`src/rtl/cla_group4.sv`:
```
// rtl/cla_group4.sv - 4-bit carry-look-ahead slice with group propagate/generate.
module cla_group4 (
  input  logic [3:0] a,
  input  logic [3:0] b,
  input  logic       ci,
  output logic [3:0] s,
  output logic       pg,
  output logic       gg
);

  logic [3:0] g;
  logic [3:0] p;
  logic [3:0] c;

  assign g = a & b;
  assign p = a ^ b;

  // Every carry is a flat sum-of-products of ci and the bit terms; nothing chains.
  assign c[0] = ci;
  assign c[1] = g[0] | (p[0] & ci);
  assign c[2] = g[1] | (p[1] & g[0]) | (p[1] & p[0] & ci);
  assign c[3] = g[2] | (p[2] & g[1]) | (p[2] & p[1] & g[0]) | (p[2] & p[1] & p[0] & ci);

  assign s  = p ^ c;
  assign pg = &p;
  assign gg = g[3] | (p[3] & g[2]) | (p[3] & p[2] & g[1]) | (p[3] & p[2] & p[1] & g[0]);

endmodule

```
`src/rtl/carry_look_ahead_adder.sv`:
```
// rtl/carry_look_ahead_adder.sv - registered N-bit two-level carry-look-ahead adder.
module carry_look_ahead_adder #(
  parameter int WIDTH = 4
) (
  input  logic             clk,
  input  logic             rst_n,
  input  logic             in_valid,
  input  logic [WIDTH-1:0] a,
  input  logic [WIDTH-1:0] b,
  input  logic             cin,
  output logic             out_valid,
  output logic [WIDTH-1:0] sum,
  output logic             cout
);

  localparam int GROUP = 4;
  localparam int NG    = WIDTH / GROUP;

  generate
    if ((WIDTH < GROUP) || ((WIDTH % GROUP) != 0)) begin : g_bad_width
      $error("carry_look_ahead_adder: WIDTH must be a non-zero multiple of 4");
    end
  endgenerate

  logic [NG-1:0]  grp_pg;
  logic [NG-1:0]  grp_gg;
  logic [NG:0]    grp_c;
  logic [WIDTH-1:0] sum_d;
  logic [WIDTH-1:0] sum_q;
  logic             cout_d;
  logic             cout_q;
  logic             valid_q;

  for (genvar gi = 0; gi < NG; gi++) begin : g_grp
    cla_group4 u_grp (
      .a  (a[gi*GROUP +: GROUP]),
      .b  (b[gi*GROUP +: GROUP]),
      .ci (grp_c[gi]),
      .s  (sum_d[gi*GROUP +: GROUP]),
      .pg (grp_pg[gi]),
      .gg (grp_gg[gi])
    );
  end

  // Second look-ahead level: each group carry-in is an independent product-sum
  // over the lower groups' GG/PG and cin, so group carries never ripple.
  always_comb begin
    logic term;
    logic acc;
    grp_c    = '0;
    grp_c[0] = cin;
    for (int j = 1; j <= NG; j++) begin
      term = cin;
      for (int k = 0; k < j; k++) term = term & grp_pg[k];
      acc = term;
      for (int k = 0; k < j; k++) begin
        term = grp_gg[k];
        for (int m = k + 1; m < j; m++) term = term & grp_pg[m];
        acc = acc | term;
      end
      grp_c[j] = acc;
    end
  end

  assign cout_d = grp_c[NG];

  always_ff @(posedge clk or negedge rst_n) begin
    if (!rst_n) begin
      sum_q   <= '0;
      cout_q  <= 1'b0;
      valid_q <= 1'b0;
    end else begin
      valid_q <= in_valid;
      if (in_valid) begin
        sum_q  <= sum_d;
        cout_q <= cout_d;
      end
    end
  end

  assign sum       = sum_q;
  assign cout      = cout_q;
  assign out_valid = valid_q;

endmodule

```
`config.mk`:
```
export PLATFORM = sky130hd
export DESIGN_NAME = carry_look_ahead_adder
export DESIGN_NICKNAME = d
export VERILOG_FILES = /design/src/rtl/cla_group4.sv /design/src/rtl/carry_look_ahead_adder.sv
export SDC_FILE = /design/constraint.sdc
export NUM_CORES = 1
export LEC_CHECK = 0
export CAP_MARGIN = 20
export CORE_AREA = 8 8 45 47
export DETAILED_ROUTE_END_ITERATION = 8
export DIE_AREA = 0 0 53 55
export PLACE_DENSITY_LB_ADDON = 0.2
export SKIP_CTS_REPAIR_TIMING = 1
export SYNTH_ARGS = -nofsm -noshare
export SYNTH_HDL_FRONTEND = slang
export SYNTH_SLANG_ARGS = --single-unit
```
`constraint.sdc`:
```
create_clock -name clk -period 0.88 [get_ports clk]
set_input_delay 0.132 -clock clk [delete_from_list [all_inputs] [get_ports clk]]
set_output_delay 0.132 -clock clk [all_outputs]
set_load 0.005 [all_outputs]
```
[Word level (Yosys, flattened, before mapping)]
Index checks and enable logic that the tools add are counted.
Cells by class
  bitwise operators: 28
  reduce and logical (&&, ||, !) cells: 1
Operators with widths (number)
  $and 1x1->1: 15
  $or 1x1->1: 10
  $xor 4x4->4: 2
  $and 4x4->4: 1
  $reduce_and 4->1: 1
Storage, ports and cells
  flip-flop bits (word level): 6
  input bits: 12
  output and inout bits: 6
  word-level logic and storage cells: 32

[Longest topological paths before layout]
Gate-level depths: netlist (run 1).
  depth after elaboration: 6
  gate-level depth with buffers: 4
  depth with buffers taken out: 4

[By module]
A second synthesis (run 1) with hierarchy kept.
Unflattened totals
  cell total of the unflattened synthesis: 35
  area total of the unflattened synthesis: 391.6 µm²
Modules (own cells, without submodules)
  carry_look_ahead_adder: instances 1, cells an instance 13, area an instance 209.0 µm², seq. area each 150.1 µm²
  cla_group4: instances 1, cells an instance 22, area an instance 182.7 µm², seq. area each 0.0 µm²

[Worst setup path after synthesis (run 1)]
No wires, ideal clock.
  kind: input-to-reg
  start: input a[1]
  end: register sum_q[3], in the netlist sum[3]
  library setup time: 69 ps
  data arrival time: 1145 ps
  data required time: 811 ps
  slack: -333 ps
  stages: 4
  path buffers: 0
  cells stage by stage: ha_1 -> a21o_2 -> a2111o_1 -> nand3_1
On the way
  cells in the longest elaborated chain, start to end: 6
  elaborated cells between the ends (all ways): 11
  classes of those cells: bitwise (11)
Ends and longest elaborated chain
  start, declared: line carry_look_ahead_adder.sv:8  | input logic [WIDTH-1:0] a,
  $and 4x4->4 or $xor 4x4->4 (tied branches): line cla_group4.sv:15, cla_group4.sv:16
  $and 1x1->1: line cla_group4.sv:22  | assign c[3] = g[2] | (p[2] & g[1]) | (p[2] & p[1] & g[0]) | (p[2] & p[1] & p[0] & ci);
  $or 1x1->1 or $and 1x1->1 (tied branches) (2 in series): line cla_group4.sv:22
  $or 1x1->1 (*): line cla_group4.sv:22
  $xor 4x4->4 (*): line cla_group4.sv:24  | assign s = p ^ c;
  end signal, assigned: line carry_look_ahead_adder.sv:75  | sum_q <= sum_d;
  end, declared: line carry_look_ahead_adder.sv:29  | logic [WIDTH-1:0] sum_q;
Mark *: on every way between the ends. The rest lies on a longest branch, timed or not.
A chain may end at the register's enable or synchronous reset.

[Final worst setup path (run 1)]
  start: input a[0]
  end: register sum_q[2], in the netlist sum[2]
On the way
  cells in the longest elaborated chain, start to end: 5
  elaborated cells between the ends (all ways): 8
  classes of those cells: bitwise (8)
Ends and longest elaborated chain
  $and 4x4->4 or $xor 4x4->4 (tied branches): line cla_group4.sv:15, cla_group4.sv:16
  $and 1x1->1: line cla_group4.sv:21  | assign c[2] = g[1] | (p[1] & g[0]) | (p[1] & p[0] & ci);
  $or 1x1->1 or $and 1x1->1 (tied branches): line cla_group4.sv:21
  $or 1x1->1 (*): line cla_group4.sv:21
  $xor 4x4->4 (*): line cla_group4.sv:24
Marked as above.

==> results of run 1 <==
power groups by stage:
stage          clock network (mW)  registers [mW]  logic (mW)
2_1_floorplan                   0           0.350       0.153
3_3_place_gp                    0           0.348       0.404
3_5_place_dp                    0           0.349       0.415
4_1_cts                     0.257           0.345       0.417
5_1_grt                     0.267           0.351       0.439
6_report                    0.242           0.346       0.390
per-layer routing:
metal	track usage	wire length, µm	vias up
li1	-	-	215
met1	0.0986	498	198
met2	0.145	542	17
met3	0.0294	86	2
met4	0.0388	12	0
met5	0	0	-
critical path, delay by kind of cell:
kind            cells  cell delay (ps)
simple gates        2              550
fa+ha+maj           1              260
buf+inv             2              190
compound gates      1               50
registers in the layout, summed over array words and instances, names as in the netlist:
register   flops
cout           1
out_valid      1
sum            4
worst paths after layout:
check                              start         to  slack [ps]  cells after the start
worst max-delay path                a[0]     sum[2]        -140                      6
worst min-delay path               rst_n     sum[2]         130                      1
worst max register to register    sum[3]     sum[3]          30                      2
worst min register to register    sum[1]     sum[1]         530                      1
max in group asynchronous          rst_n     sum[3]         550                      1
min in group clk                in_valid  out_valid         210                      2
stage by stage:
step,util,worst slack (ps)
6_report,0.553,-137
5_1_grt,0.553,-184
4_1_cts,0.551,-495
3_5_place_dp,0.534,-751
3_3_place_gp,0.534,-708
2_1_floorplan,-,-169
cells in the mapped netlist, types with 2 or more instances:
cell type / instances / area (µm²)
ha_1: 4 / 50.1
dfrtp_1: 6 / 150
o21ai_0: 2 / 10.0
inv_2: 2 / 7.51
nand3_1: 2 / 10.0
inv_1: 4 / 15.0
nand2_1: 3 / 11.3
final cells by class:
type	instances	area, µm²	share of cell area
inverters	6	22.5	0.0294
multi-input cells	27	302	0.394
clock buffers	3	22.5	0.0294
repair buffers	32	249	0.325
flip-flops and latches	6	150	0.196
well taps	16	20.0	0.0261
cells by family (layout without fill, tap and decap cells):
family | after synthesis | after routing | share of synthesized area
muxes | 2 | 2 | 0.0525
adders and majority gates | 5 | 5 | 0.173
buffers and inverters | 7 | 41 | 0.0741
xor gates and xnor gates | 1 | 1 | 0.0216
AOI/OAI and AO/OA | 8 | 8 | 0.148
DFF | 6 | 6 | 0.370
and+or+nand+nor | 11 | 11 | 0.161
==> impl_metrics.ini, run 1 <==
[run_status]
status = finished, violations left
failed_checks = setup timing

[route]
vias = 432
avgViaCountPerCell = 4.80
ant_nets = 0
drt_iter0_markers = 2
routedWlPerCell_um = 12.7
drc = 0
drtPass1Iterations = 2
wl_um = 1140

[placement]
place_congestion = 0.775
hpwl_um = 939
numPortBuffers = 17
dp_cells = 85
placed_area_um2 = 739

[worst_setup_path]
crit_path_top_delay_cell = or4_1
start_kind = input port
slowest_delay_ps = 470
crit_arrival_ps = 1190
worst_setup_path_end_kind = flip-flop
worstPathCellList = buf_6 > buf_6 > ha_4 > a21oi_2 > or4_1 > nand4_1
critPathRequiredTime_ps = 1050
crit_top_cell = buf_6
cp_max_fo = 2
worstSetupPathType = in -> reg

[layout]
most-common-layout-cells = 14 x buf_4, 9 x clkbuf_2, 6 x dfrtp_1, 4 x ha_4, 4 x dlymetal6s2s_1
n_fill_cell = 135
fin_area_um2 = 766
antenna_cells = 0
drive_above_1_share = 0.595
layout_commonest_cell = buf_4
final_net_count = 93
area_growth_pct = 88.9
final_cell_count_no_fill = 90

[sta]
worst_slew_pin_slew_ps = 258
max_freq_ghz = 0.983
holdWs_ps = 129
relSlewSlack = 0.828
timing.final.crit_period_ps = 1020
final-hold-violation-count = 0
slew_viol_final = 0
setup_viol = 3
worst_slack_ps = -137
rsz0062_at_grt = true
finClkSkew_ps = 0
tns_ps = -263
finalCritPeriodShare = 1.16

[clock_network]
cts_sinks = 6
clk_pin_slew_ps = 40
cts_buffers = 3
clk_latency_ps = 240
max-clock-path-buffers = 2
h-tree-depth = 1
cts_tree = done
root_buffer = clkbuf_4

[power_and_ir_drop]
pwr-share-clk = 0.247
p_switching_uw = 263
fin_total_pwr_uw = 978
p_comb_frac = 0.399
switching_share = 0.269
p_int_uw = 715
seqPwrFrac = 0.353
ir_worst_vdd_mv = 0.539
power.density_nw_per_um2 = 1280
p_leak_nw = 0.395

[floorplanning]
die_h_um = 55
io_pins = 18
initial_core_util = 0.293
die_w_um = 53
fp.coreArea_um2 = 1380
placementRows = 14
die_area_um2 = 2920

[global_routing]
grt_pass1_vias = 452
grt_first_pass_wirelength_um = 1900
grt_max_degree = 8
grt_overflow_total = 0
grt_usage = 0.0868
antenna_found_initial = 0

[yosys]
ys.flop_type = dfrtp_1
ys_seq_area_frac = 0.370
synth_cell_types = 24
netlist_area_um2 = 405
async_flop_share = 1.00
avgSynthCellArea_um2 = 10.1
ys_ff_latch = 6
synth_cells = 40
ys_warn_count = 0
synth_nets = 57
synth-edff-count = 0

[flow_run]
maxCapViolCount = 0

[min_path]
hp-class = in -> async
(Power assumes the default switching activity.)
==> run 2, diff against run 1 <==
--- a/config.mk
+++ b/config.mk
@@ -10,6 +10,7 @@
 export DETAILED_ROUTE_END_ITERATION = 8
 export DIE_AREA = 0 0 53 55
 export PLACE_DENSITY_LB_ADDON = 0.2
+export REMOVE_ABC_BUFFERS = 1
 export SKIP_CTS_REPAIR_TIMING = 1
 export SYNTH_ARGS = -nofsm -noshare
 export SYNTH_HDL_FRONTEND = slang
==> impl_metrics.ini, run 2 (same netlist as run 1, synthesis figures left out) <==
[worst_setup_path]
crit_arrival_ps = 1120
worst_setup_path_end_kind = flip-flop
cp_max_fo = 2
critPathRequiredTime_ps = 1000
worstSetupPathType = reg -> reg
start_kind = flip-flop

[route]
drc = 0
ant_nets = 0
drt_iter0_markers = 1
avgViaCountPerCell = 4.89
routedWlPerCell_um = 13.6
wl_um = 1190
vias = 430
drtPass1Iterations = 2

[clock_network]
clk_latency_ps = 250
cts_sinks = 6
clk_pin_slew_ps = 50
h-tree-depth = 1
cts_tree = done
root_buffer = clkbuf_4
cts_buffers = 3
max-clock-path-buffers = 2

[sta]
tns_ps = -264
worst_slack_ps = -116
rsz0062_at_grt = true
max_freq_ghz = 1.00
slew_viol_final = 0
finClkSkew_ps = 0
finalCritPeriodShare = 1.13
worst_slew_pin_slew_ps = 307
final-hold-violation-count = 0
setup_viol = 4
relSlewSlack = 0.795
timing.final.crit_period_ps = 996

[power_and_ir_drop]
seqPwrFrac = 0.334
p_int_uw = 740
ir_worst_vdd_mv = 0.531
power.density_nw_per_um2 = 1290
p_switching_uw = 289
switching_share = 0.281
pwr-share-clk = 0.254
p_comb_frac = 0.413
p_leak_nw = 0.407

[placement]
post-place-ws_ps = -806
hpwl_um = 942
place_congestion = 0.828
numPortBuffers = 17

[floorplanning]
placementRows = 14
io_pins = 18
die_w_um = 53
die_h_um = 55
initial_core_util = 0.293
fp.coreArea_um2 = 1380
die_area_um2 = 2920

[layout]
multi_input_area_um2 = 319
final_net_count = 91
drive_above_1_share = 0.625
n_fill_cell = 127
most-common-layout-cells = 13 x buf_4, 7 x clkbuf_2, 6 x dfrtp_1, 4 x ha_4, 4 x dlymetal6s2s_1
layout_commonest_cell = buf_4
antenna_cells = 0
area_growth_pct = 96.6
seqCellArea_um2 = 150
largest_register_ff_count = 4

[global_routing]
grt_pass1_vias = 439
antenna_found_initial = 0
grt_max_degree = 7
grt_overflow_total = 0
grt_usage = 0.0808
grt_first_pass_wirelength_um = 1730

[run_status]
status = finished, violations left
failed_checks = setup timing

[min_path]
hp-class = in -> async

[flow_run]
maxCapViolCount = 0
-- run 2: metal layers --
| metal | vias up | track usage | share of wire |
|---|---|---|---|
| met3 | 2 | 0.0401 | 0.075 |
| met2 | 17 | 0.117 | 0.43 |
| li1 | 211 | - | - |
| met4 | 0 | 0.0517 | 0.013 |
| met5 | - | 0 | 0 |
| met1 | 200 | 0.0926 | 0.48 |
-- run 2: power groups by stage --
stage          clock network [mW]  registers (mW)  logic [mW]
6_report                    0.261           0.344       0.425
5_1_grt                     0.296           0.349       0.468
4_1_cts                     0.265           0.344       0.373
3_5_place_dp                    0           0.347       0.371
3_3_place_gp                    0           0.345       0.367
2_1_floorplan                   0           0.350       0.116
-- run 2: per-stage QoR --
| stage | area [µm²] | power [mW] | util | hold WS [ps] | cells |
|---|---|---|---|---|---|
| 4_1_cts | 701 | 0.982 | 0.506 | 138 | 87 |
| 3_5_place_dp | 678 | 0.719 | 0.490 | 403 | 84 |
| 2_1_floorplan | 398 | 0.466 | - | -164 | 39 |
| 5_1_grt | 797 | 1.11 | 0.576 | 148 | 88 |
| 3_3_place_gp | 678 | 0.712 | 0.490 | 396 | 84 |
| 6_report | 797 | 1.03 | 0.576 | 136 | 88 |
-- run 2: path summary, 6_finish.rpt --
path,startpoint,end,slack (ps),depth (start not counted)
min in group clk,in_valid,out_valid,260,2
max reg2reg,sum[3],sum[3],-120,3
min reg2reg,sum[1],sum[1],510,1
min,rst_n,out_valid,140,1
max,sum[3],sum[3],-120,3
max in group asynchronous,rst_n,sum[0],510,1
-- run 2: final cells by class --
class,count,share of cell area
timing repair buffer,30,0.327
multi-input combinational,27,0.400
tap,16,0.0251
inverter,6,0.0314
clock buffer,3,0.0283
sequential,6,0.188
-- run 2: worst max-delay path: stages, from the launching register on --
cell	delay, ps
dfrtp_1	380
buf_4	140
a221oi_2	260
nand3_1	90
